### src/rtl/uartbone_bridge.sv
// UART-to-Wishbone bridge: 8N1 byte commands drive single Wishbone master cycles; read data is returned over UART.
// Optional ack watchdog enabled by defining UARTBONE_TIMEOUT_EN.
module uartbone_bridge #(
    parameter int unsigned CLKS_PER_BIT = 868,
    parameter int unsigned DATA_W       = 32,
    parameter int unsigned ADDR_W       = 30,
    parameter int unsigned TIMEOUT      = 1024
) (
    input  logic                  clk,
    input  logic                  rst,
    input  logic                  uart_rx,
    output logic                  uart_tx,
    output logic [ADDR_W-1:0]     wb_adr,
    output logic [DATA_W-1:0]     wb_dat_w,
    input  logic [DATA_W-1:0]     wb_dat_r,
    output logic [DATA_W/8-1:0]   wb_sel,
    output logic                  wb_cyc,
    output logic                  wb_stb,
    output logic                  wb_we,
    input  logic                  wb_ack
);

    localparam int unsigned BYTES = DATA_W / 8;
    localparam int unsigned CW    = $clog2(CLKS_PER_BIT + 1);
    localparam int unsigned HALF  = CLKS_PER_BIT / 2;
    localparam logic [7:0]  CMD_WR = 8'h01;
    localparam logic [7:0]  CMD_RD = 8'h02;

    if (DATA_W % 8 != 0 || DATA_W < 8 || DATA_W > 64 || ADDR_W < 1 || ADDR_W > 32 ||
        TIMEOUT < 1 || CLKS_PER_BIT < 4) begin : g_bad_param
        $error("uartbone_bridge: illegal parameter value");
    end

    typedef enum logic [2:0] {
        S_IDLE, S_LEN, S_ADDR, S_WDATA, S_WB_WR, S_WB_RD, S_TX_DATA
    } state_t;

    state_t state_q, state_d;

    assign wb_sel = '1;

    // Receiver: synchroniser, start-edge detect, mid-bit sampling
    logic          rx_meta, rx_s, rx_prev;
    logic          rx_busy, rx_valid, rx_ferr;
    logic [CW-1:0] rx_cnt;
    logic [3:0]    rx_bit;
    logic [7:0]    rx_sh;

    always_ff @(posedge clk or posedge rst) begin
        if (rst) begin
            rx_meta  <= 1'b1;
            rx_s     <= 1'b1;
            rx_prev  <= 1'b1;
            rx_busy  <= 1'b0;
            rx_valid <= 1'b0;
            rx_ferr  <= 1'b0;
            rx_cnt   <= '0;
            rx_bit   <= '0;
            rx_sh    <= '0;
        end else begin
            rx_meta  <= uart_rx;
            rx_s     <= rx_meta;
            rx_prev  <= rx_s;
            rx_valid <= 1'b0;
            rx_ferr  <= 1'b0;
            if (!rx_busy) begin
                if (rx_prev && !rx_s) begin
                    rx_busy <= 1'b1;
                    rx_cnt  <= '0;
                    rx_bit  <= '0;
                end
            end else begin
                if (rx_cnt == CW'(CLKS_PER_BIT - 1)) begin
                    rx_cnt <= '0;
                    rx_bit <= rx_bit + 4'd1;
                end else begin
                    rx_cnt <= rx_cnt + CW'(1);
                end
                if (rx_cnt == CW'(HALF)) begin
                    if (rx_bit == 4'd0) begin
                        // start bit gone high again: glitch, not a frame
                        if (rx_s) rx_busy <= 1'b0;
                    end else if (rx_bit == 4'd9) begin
                        rx_busy <= 1'b0;
                        if (rx_s) rx_valid <= 1'b1;
                        else      rx_ferr  <= 1'b1;
                    end else begin
                        rx_sh <= {rx_s, rx_sh[7:1]};
                    end
                end
            end
        end
    end

    // Transmitter: ready in the last stop-bit clock so frames run back to back
    logic          tx_active, tx_ready_c, tx_load_c;
    logic [7:0]    tx_byte_c;
    logic [CW-1:0] tx_cnt;
    logic [3:0]    tx_bit;
    logic [8:0]    tx_sh;

    assign tx_ready_c = !tx_active || (tx_cnt == CW'(CLKS_PER_BIT - 1) && tx_bit == 4'd9);

    always_ff @(posedge clk or posedge rst) begin
        if (rst) begin
            uart_tx   <= 1'b1;
            tx_active <= 1'b0;
            tx_cnt    <= '0;
            tx_bit    <= '0;
            tx_sh     <= '0;
        end else if (tx_load_c) begin
            uart_tx   <= 1'b0;
            tx_active <= 1'b1;
            tx_cnt    <= '0;
            tx_bit    <= '0;
            tx_sh     <= {1'b1, tx_byte_c};
        end else if (tx_active) begin
            if (tx_cnt == CW'(CLKS_PER_BIT - 1)) begin
                tx_cnt <= '0;
                if (tx_bit == 4'd9) begin
                    tx_active <= 1'b0;
                    tx_bit    <= '0;
                    uart_tx   <= 1'b1;
                end else begin
                    tx_bit  <= tx_bit + 4'd1;
                    uart_tx <= tx_sh[0];
                    tx_sh   <= {1'b1, tx_sh[8:1]};
                end
            end else begin
                tx_cnt <= tx_cnt + CW'(1);
            end
        end
    end

    // Bus cycle termination: slave ack or watchdog expiry
    logic bus_ack_c, to_hit_c, bus_end_c;
    assign bus_ack_c = wb_cyc && wb_ack;
    assign bus_end_c = bus_ack_c || to_hit_c;

`ifdef UARTBONE_TIMEOUT_EN
    localparam int unsigned WDW = $clog2(TIMEOUT + 1);
    logic [WDW-1:0] wd_cnt;

    always_ff @(posedge clk or posedge rst) begin
        if (rst)                        wd_cnt <= '0;
        else if (wb_cyc && !bus_end_c)  wd_cnt <= wd_cnt + WDW'(1);
        else                            wd_cnt <= '0;
    end

    assign to_hit_c = wb_cyc && !wb_ack && (wd_cnt == WDW'(TIMEOUT - 1));
`else
    assign to_hit_c = 1'b0;
`endif

    logic                cmd_wr_q;
    logic [7:0]          words_q;
    logic [3:0]          byte_cnt_q;
    logic [23:0]         addr_sh_q;
    logic [DATA_W-1:0]   rd_sh_q;

    always_ff @(posedge clk or posedge rst) begin
        if (rst) state_q <= S_IDLE;
        else     state_q <= state_d;
    end

    always_comb begin
        state_d = state_q;
        unique case (state_q)
            S_IDLE:    if (rx_valid && (rx_sh == CMD_WR || rx_sh == CMD_RD)) state_d = S_LEN;
            S_LEN:     if (rx_valid) state_d = S_ADDR;
            S_ADDR:    if (rx_valid && byte_cnt_q == 4'd3) begin
                           if (words_q == 8'd0) state_d = S_IDLE;
                           else if (cmd_wr_q)   state_d = S_WDATA;
                           else                 state_d = S_WB_RD;
                       end
            S_WDATA:   if (rx_valid && byte_cnt_q == 4'(BYTES - 1)) state_d = S_WB_WR;
            S_WB_WR:   if (bus_end_c) state_d = (words_q == 8'd1) ? S_IDLE : S_WDATA;
            S_WB_RD:   if (bus_end_c) state_d = S_TX_DATA;
            S_TX_DATA: if (byte_cnt_q == 4'(BYTES) && tx_ready_c)
                           state_d = (words_q == 8'd0) ? S_IDLE : S_WB_RD;
            default:   state_d = S_IDLE;
        endcase
        // a framing error abandons any command still being received
        if (rx_ferr && (state_q == S_IDLE || state_q == S_LEN ||
                        state_q == S_ADDR || state_q == S_WDATA))
            state_d = S_IDLE;
    end

    always_comb begin
        tx_load_c = 1'b0;
        tx_byte_c = rd_sh_q[DATA_W-1 -: 8];
        if (state_q == S_TX_DATA && byte_cnt_q != 4'(BYTES) && tx_ready_c)
            tx_load_c = 1'b1;
    end

    // Datapath and registered bus strobes decoded from the next state
    always_ff @(posedge clk or posedge rst) begin
        if (rst) begin
            wb_cyc     <= 1'b0;
            wb_stb     <= 1'b0;
            wb_we      <= 1'b0;
            wb_adr     <= '0;
            wb_dat_w   <= '0;
            cmd_wr_q   <= 1'b0;
            words_q    <= '0;
            byte_cnt_q <= '0;
            addr_sh_q  <= '0;
            rd_sh_q    <= '0;
        end else begin
            wb_cyc <= (state_d == S_WB_WR) || (state_d == S_WB_RD);
            wb_stb <= (state_d == S_WB_WR) || (state_d == S_WB_RD);
            wb_we  <= (state_d == S_WB_WR);
            unique case (state_q)
                S_IDLE: if (rx_valid) cmd_wr_q <= (rx_sh == CMD_WR);
                S_LEN: if (rx_valid) begin
                    words_q    <= rx_sh;
                    byte_cnt_q <= '0;
                end
                S_ADDR: if (rx_valid) begin
                    addr_sh_q <= {addr_sh_q[15:0], rx_sh};
                    if (byte_cnt_q == 4'd3) begin
                        wb_adr     <= ADDR_W'({addr_sh_q, rx_sh});
                        byte_cnt_q <= '0;
                    end else begin
                        byte_cnt_q <= byte_cnt_q + 4'd1;
                    end
                end
                S_WDATA: if (rx_valid) begin
                    wb_dat_w   <= DATA_W'({wb_dat_w, rx_sh});
                    byte_cnt_q <= (byte_cnt_q == 4'(BYTES - 1)) ? 4'd0 : byte_cnt_q + 4'd1;
                end
                S_WB_WR: if (bus_end_c) begin
                    wb_adr  <= wb_adr + ADDR_W'(1);
                    words_q <= words_q - 8'd1;
                end
                S_WB_RD: if (bus_end_c) begin
                    wb_adr     <= wb_adr + ADDR_W'(1);
                    words_q    <= words_q - 8'd1;
                    rd_sh_q    <= bus_ack_c ? wb_dat_r : '1;
                    byte_cnt_q <= '0;
                end
                S_TX_DATA: if (tx_load_c) begin
                    rd_sh_q    <= rd_sh_q << 8;
                    byte_cnt_q <= byte_cnt_q + 4'd1;
                end
                default: ;
            endcase
        end
    end

endmodule

### config.mk
export PLATFORM = sky130hd
export DESIGN_NAME = uartbone_bridge
export DESIGN_NICKNAME = d
export VERILOG_FILES = /design/src/rtl/uartbone_bridge.sv
export SDC_FILE = /design/constraint.sdc
export NUM_CORES = 1
export LEC_CHECK = 0
export ABC_AREA = 0
export CELL_PAD_IN_SITES_DETAIL_PLACEMENT = 1
export CELL_PAD_IN_SITES_GLOBAL_PLACEMENT = 2
export CORE_MARGIN = 3
export CORE_UTILIZATION = 30
export CTS_CLUSTER_DIAMETER = 120
export DETAILED_ROUTE_END_ITERATION = 16
export GPL_TIMING_DRIVEN = 0
export PLACE_DENSITY = 0.73
export SLEW_MARGIN = 20
export SYNTH_ARGS = -nofsm -noshare
export SYNTH_HDL_FRONTEND = slang
export SYNTH_SLANG_ARGS = --single-unit
### constraint.sdc
create_clock -name clk -period 15.6 [get_ports clk]
set_clock_uncertainty 0.2 [all_clocks]
set_input_delay 2.34 -clock clk [delete_from_list [all_inputs] [get_ports clk]]
set_output_delay 2.34 -clock clk [all_outputs]
set_load 0.02 [all_outputs]
## Yosys cells after proc, flatten, opt, wreduce, memory -nomap -nowiden

Cells that the tools add are included.

| storage, ports and cells | value |
|---|---|
| register bits after elaboration | 187 |
| bits of input ports | 36 |
| memories kept | 0 |
| memory bits (read-only) | 0 |
| logic and storage cells | 171 |
| output and inout bits | 70 |
| bits in writable memories | 0 |
| latch bits | 0 |

| operators by class | value |
|---|---|
| multiply operators | 0 |
| add/sub/neg operators | 7 |
| shift operators | 0 |
| $lt $le $gt $ge | 0 |
| multiplexer cells | 70 |
| bitwise operators | 2 |
| reduce and logical (&&, ||, !) cells | 40 |
| eq/ne operators | 28 |
| div/mod/pow operators | 0 |

Operator list:

| kind | count |
|---|---|
| 30-bit 2-to-1 mux | 3 |
| 32-bit 2-to-1 mux | 2 |
| 32-bit case mux with 2 select lines | 1 |
| 10-bit 2-to-1 mux | 6 |
| 30-bit case mux with 2 select lines | 1 |
| 4-bit 2-to-1 mux | 12 |
| 9-bit 2-to-1 mux | 4 |
| 3-bit 2-to-1 mux | 11 |
| 30-bit by 1-bit adder with 30-bit output, second input constant | 1 |
| 1-bit 2-to-1 mux | 24 |
| 3-bit case mux with 7 select lines | 1 |
| 10-bit by 1-bit adder with 10-bit output, second input constant | 2 |
| 10-bit == test, second input constant | 2 |
| 8-bit by 1-bit == test with 1-bit output, second input constant | 2 |
| 8-bit 2-to-1 mux | 2 |
| 4-bit case mux with 4 select lines | 1 |
| 8-bit case mux with 2 select lines | 1 |
| 3-bit == test, second input constant | 5 |
| 4-bit by 1-bit adder with 4-bit output, second input constant | 3 |
| 2-bit nonzero test | 6 |
| 10-bit by 9-bit == test with 1-bit output, second input constant | 1 |
| 2-bit inequality test, second input constant | 5 |
| 2-bit AND reduction | 5 |
| 1-bit logical AND | 9 |
| other kinds (21) | 37 |

## Logic depth before layout (Yosys ltp)

Gate-level depths: netlist of run 1.

| depth | value |
|---|---|
| word-level depth | 9 |
| depth in mapped cells | 10 |
| gate-level depth less buffers | 7 |

## Worst setup path after synthesis of run 1

OpenSTA, ideal clock, no wires.

| timing path | value |
|---|---|
| path type | in2reg |
| start | input wb_ack |
| end | register wb_adr[28] |
| path buffers | 2 |
| arrival | 3.572 ns |
| path slack | 11.708 ns |
| data required time | 15.280 ns |
| setup time | 0.120 ns |
| stages | 7 |
| cell sequence | and4b_1 -> clkbuf_1 -> a21oi_1 -> clkbuf_1 -> nor2_1 -> a31oi_1 -> nand2_1 |

| on the way | value |
|---|---|
| word-level cells in the longest chain between the ends | 3 |

Ends and longest elaborated chain:

| item | RTL line | RTL |
|---|---|---|
| start, declared | 20 | `input logic wb_ack` |
| 1-bit logical AND | 137 | `assign bus_ack_c = wb_cyc && wb_ack;` |
| 2-bit by 1-bit inequality test with 1-bit output (no line) | - |  |
| 4-bit AND reduction (no line) | - |  |
| end signal, assigned | 222 | `wb_adr <= ADDR_W'({addr_sh_q, rx_sh});` |
| end signal, assigned | 233 | `wb_adr <= wb_adr + ADDR_W'(1);` |
| end signal, assigned | 237 | `wb_adr <= wb_adr + ADDR_W'(1);` |
| end, declared | 13 | `output logic [ADDR_W-1:0] wb_adr,` |

No other way between the ends.
A chain may end at the register's enable or synchronous reset.

## Final worst setup path of run 1

Same ends and word-level chain as after synthesis.

==> results.ini, run 1 <==
[worst_setup_path]
crit_arrival_ns=5.02
crit_path_cell_trace=clkdlybuf4s50_1, and4b_1, clkbuf_1, a21oi_1, clkbuf_1, nor2_1, a31oi_1, nand2_1
ff2ff_setup_slack_ns=12.61
cpMaxStageDelayCell=a21oi_1
cp_max_fo=10
endpoint_kind=register
critPathKind=input pin to register
cpMostUsedCell=clkbuf_1
cp_slowest_stage_delay_ns=0.88
crit_path_start_kind=input pin
required_ns=15.74

[clocking]
hold_buffers=0
cts_root_buf=clkbuf_16
clk_latency_ns=0.45
cts_tree=done
numCtsBuffers=17
h-tree-depth=4
clock-sinks=187
post_cts_buffers=0
path_clk_slew_ns=0.08
cts_resized=0
clockBufferDepth=2

[floorplanning]
die_w_um=181
die-area_um2=32600
row_count=63
start_util_pct=30.6
io_pins=106
core_area_um2=29900
die_height_um=181

[yosys]
yosysUniqueCellTypes=69
synth_edf_count=0
ys_seq_area_share_pct=51.2
syn_inst=931
synthArstFlopShare_pct=100
yosysWarnings=0
ys_ff_latch=187
synth_area_um2=9150
synth.avg_cell_area_um2=9.83
yosys_most_used_dff=dfrtp_1

[pwr]
power_leakage_uw=0.00499
power_per_cell_area_nw_per_um2=89.1
peakVddDrop_v=0.0000678

[timing]
fin_crit_sh_pct=31.3
fin_hold_ws_ns=0.160
drv_slew=0
finalHoldViolCount=0
fmax_mhz=205
fin_crit_ns=4.88
setup_viol=0
tns_ns=0
timing.slew.headroom_pct=27.8
rsz0062_at_grt=false
tightest_slew_ns=1.08

[global_routing]
met1_usage_pct=23.3
grt_max_degree=76
grt_busiest_layer=met2
grt_pass1_vias=8035
gr-total-overflow=0
track_usage_pct=16.6
use_met3_pct=2.54
use_met2_pct=27.1
antenna_found_initial=0
grt_first_pass_wirelength_um=44300

[status]
outcome=finished clean

[layout]
fillers=3386
multi_input_area_um2=4140
seqCellArea_um2=4680
syn2layout_area_growth_pct=23.9
nets=1105
layout_common_cells=183 x dfrtp_1, 130 x nand2_1, 101 x clkdlybuf4s50_1, 78 x nor2_1, 63 x mux2_2
utilization_pct=38.0
drive_above_1_share_pct=12.3
diodes=0
final_common_cell=dfrtp_1
instances_no_fill=1459

[detailed_routing]
viasPerCell=5.22
wire_per_inst_um=18.3
route.vias.total=7619
wirelength_um=26800
ant_nets=0
drc=0
drtIter0Drc=417
dr.pass1.iters=5

[hold_path]
hold_class=register to register

[job]
drv_cap=0

[placement]
hpwl_um=18900
place_inst=1427
port_buffers=101
gp_congestion=0.789

where the power goes:
part / leakage (uW) / internal [uW] / switching, uW
Sequential: 0.00253 / 494 / 12.7
Clock: 0.000296 / 221 / 235
Combinational: 0.00217 / 21.8 / 26.3
final cells by class:
type,instances,area share (%)
flip-flops and latches,187,41.3
multi-input cells,669,36.5
repair buffers,103,9.40
well taps,390,4.30
clock buffers,17,3.75
plain buffers,56,2.23
clock inverters,15,1.70
inverters,22,0.794
flip-flops by register name, indices dropped and copies added, names as in the netlist, 3 cells and up:
signal      count
tx_sh           9
rd_sh_q        32
tx_bit          4
rx_bit          4
rx_sh           8
byte_cnt_q      4
wb_dat_w       32
rx_cnt         10
tx_cnt         10
addr_sh_q      22
state_q         3
wb_adr         30
words_q         8
path summary, 6_finish.rpt:
kind	startpoint	end	depth (start not counted)
setup / recovery	wb_ack	wb_adr[28]$_DFFE_PP0P_	8
setup reg to reg	state_q[2]$_DFF_PP0_	wb_adr[28]$_DFFE_PP0P_	7
hold / removal	rx_meta$_DFF_PP1_	rx_s$_DFF_PP1_	0
max in group asynchronous	rst	uart_tx$_DFFE_PP1P_	4
hold reg to reg	rx_meta$_DFF_PP1_	rx_s$_DFF_PP1_	0
min in group asynchronous	rst	rx_cnt[2]$_DFFE_PP0P_	2
logic make-up after synthesis:
group / count (synthesis) / synth area share [%]
AND/OR/NAND/NOR: 350 / 18.5
multiplexers: 73 / 8.85
buffers and inverters: 78 / 3.66
XOR/XNOR: 10 / 0.957
AO/OA/AOI/OAI: 219 / 15.0
adder cells (fa/ha/maj): 13 / 1.78
other: 1 / 0.0410
flip-flops: 187 / 51.2
stage by stage:
step,cell area [um2],worst slack (ns),power [uW]
finish,11300,10.72,1010
detailed placement,10700,10.26,565
floorplan,9160,7.98,541
global placement,10700,4.92,561
global route,11300,10.55,1050
CTS,11300,10.72,1030
critical path, delay by kind of cell:
family | cells | cell delay (ns)
AND/OR/NAND/NOR | 3 | 0.38
AO/OA/AOI/OAI | 2 | 1.04
buffers and inverters | 3 | 1.25
synth_stat cells, drive strengths merged, types with 10 or more instances:
library cell | number | area (um2)
mux2 | 63 | 709
nand4 | 12 | 75.1
o31ai | 12 | 95.1
nor2 | 78 | 293
nor3 | 21 | 110
buf | 25 | 136
dfrtp | 183 | 4580
a21oi | 57 | 285
mux2i | 10 | 100
a31oi | 36 | 225
clkbuf | 31 | 116
ha | 13 | 163
nand2 | 130 | 488
nand3 | 38 | 190
inv | 22 | 82.6
o21ai | 54 | 270
o22ai | 15 | 93.8
metal layers:
metal / share of wire (%) / wire [um]
met1: 48 / 12900
met4: 0.99 / 264
met2: 48 / 12700
met3: 3.2 / 846
met5: 0 / 0
Note: power is estimated with default switching activity, not from simulation.
==> run 2: changes to the inputs <==
Settings changed: PLACE_DENSITY 0.73 to 0.75.
Clock period 15.6 ns to 4.13 ns, I/O delays scaled along.
==> results.ini, run 2 (synthesized netlist as in run 1, its figures left out) <==
[worst_setup_path]
reg2reg_depth=7
endpoint=wb_adr[28]$_DFFE_PP0P_
r2r-end=wb_adr[28]$_DFFE_PP0P_
endpoint_kind=register
cp_max_fo=10
crit_arrival_ns=3.31
crit_path_start_kind=input pin
ff2ff_setup_slack_ns=1.12
required_ns=4.26
critPathKind=input pin to register
setup.worst_path.start=wb_ack
rr_startpoint=state_q[2]$_DFF_PP0_

[clocking]
cts_resized=0
cts_root_buf=clkbuf_16
clockBufferDepth=2
numCtsBuffers=17
clk_latency_ns=0.44
path_clk_slew_ns=0.08
clock-sinks=187
cts_tree=done
hold_buffers=0
post_cts_buffers=0
h-tree-depth=4

[detailed_routing]
ant_nets=0
route.vias.total=7594
viasPerCell=5.19
wirelength_um=26300
dr.pass1.iters=5
drc=0
drtIter0Drc=388
wire_per_inst_um=17.9

[placement]
port_buffers=101
place_inst=1432
gp_congestion=0.805
place_ws_ns=0.561
hpwl_um=19200

[layout]
instances_no_fill=1464
syn2layout_area_growth_pct=24.9
diodes=0
reg_top3=rd_sh_q (32), wb_dat_w (32), wb_adr (30)
final_common_cell=dfrtp_1
nets=1110
utilization_pct=38.3
layout_common_cells=183 x dfrtp_1, 130 x nand2_1, 101 x clkdlybuf4s50_1, 78 x nor2_1, 63 x mux2_2
fillers=3364
drive_above_1_share_pct=12.8

[global_routing]
track_usage_pct=16.3
antenna_found_initial=0
grt_pass1_vias=7994
grt_max_degree=31
gr-total-overflow=0
grt_first_pass_wirelength_um=43700

[hold_path]
hold_class=register to register

[pwr]
switching_share_pct=26.7
internal_power_uw=2790
p_seq_share_pct=50.3
power_per_cell_area_nw_per_um2=332
power_leakage_uw=0.00503
netSwitchingPower_uw=1010
clock_power_share_pct=44.8
peakVddDrop_v=0.000260
pwr-share-comb_pct=5.0

[floorplanning]
row_count=63
die_height_um=181
die-area_um2=32600
core_area_um2=29900
start_util_pct=30.6
die_w_um=181
io_pins=106

[timing]
drv_slew=0
fin_hold_ws_ns=0.159
fmax_mhz=315
tightest_slew_ns=1.01
fin_crit_ns=3.18
fin_crit_sh_pct=77.0
setup_viol=0
fin_ws_ns=0.951
finalHoldViolCount=0
rsz0062_at_grt=false
timing.slew.headroom_pct=32.6

[job]
drv_cap=0

[status]
outcome=finished clean

run 2: stage by stage:
stage	power, uW	TNS (ns)	cell area (um2)
after global placement	2120	-151.55	10700
after floorplan	2040	0	9170
after global routing	3960	0	11400
final	3800	0	11400
after detailed placement	2140	0	10800
after CTS	3860	0	11400
run 2: area by class of cell:
cell class / instances / area, um2 / area share (%)
clock inverters: 15 / 188 / 1.64
flip-flops and latches: 187 / 4680 / 41.0
repair buffers: 108 / 1170 / 10.2
well taps: 390 / 488 / 4.27
inverters: 22 / 86.3 / 0.755
plain buffers: 56 / 253 / 2.21
clock buffers: 17 / 425 / 3.72
multi-input cells: 669 / 4140 / 36.2
run 2: how the worst min path moves through the flow:
stage                            startpoint        endpoint  slack, ns  cells past startpoint
after global routing      rx_meta$_DFF_PP1_  rx_s$_DFF_PP1_       0.17                      0
after floorplan           rx_meta$_DFF_PP1_  rx_s$_DFF_PP1_       0.15                      0
final                     rx_meta$_DFF_PP1_  rx_s$_DFF_PP1_       0.16                      0
after CTS                 rx_meta$_DFF_PP1_  rx_s$_DFF_PP1_       0.16                      0
after global placement    rx_meta$_DFF_PP1_  rx_s$_DFF_PP1_       0.15                      0
after detailed placement  rx_meta$_DFF_PP1_  rx_s$_DFF_PP1_       0.15                      0
run 2: worst max-delay path, stage by stage:
cell and delay [ns]:
clkdlybuf4s50_1 0.48, and4b_1 0.21, clkbuf_1 0.21, a21oi_1 0.83
clkbuf_1 0.57, nor2_1 0.13, a31oi_1 0.17, nand2_1 0.07
run 2: layer usage:
layer / up-vias / routed length [um] / global-route usage, %
li1: 3607 / - / -
met2: 141 / 12300 / 26.6
met1: 3827 / 12700 / 22.9
met5: - / 0 / 0
met3: 19 / 953 / 2.83
met4: 0 / 260 / 3.29
run 2: power by group through the flow:
stage	Combinational [uW]	Sequential [uW]	Clock [uW]
after global routing	220	1920	1820
after global placement	174	1950	0
after floorplan	109	1930	0
after detailed placement	195	1950	0
after CTS	196	1910	1750
final	189	1910	1700
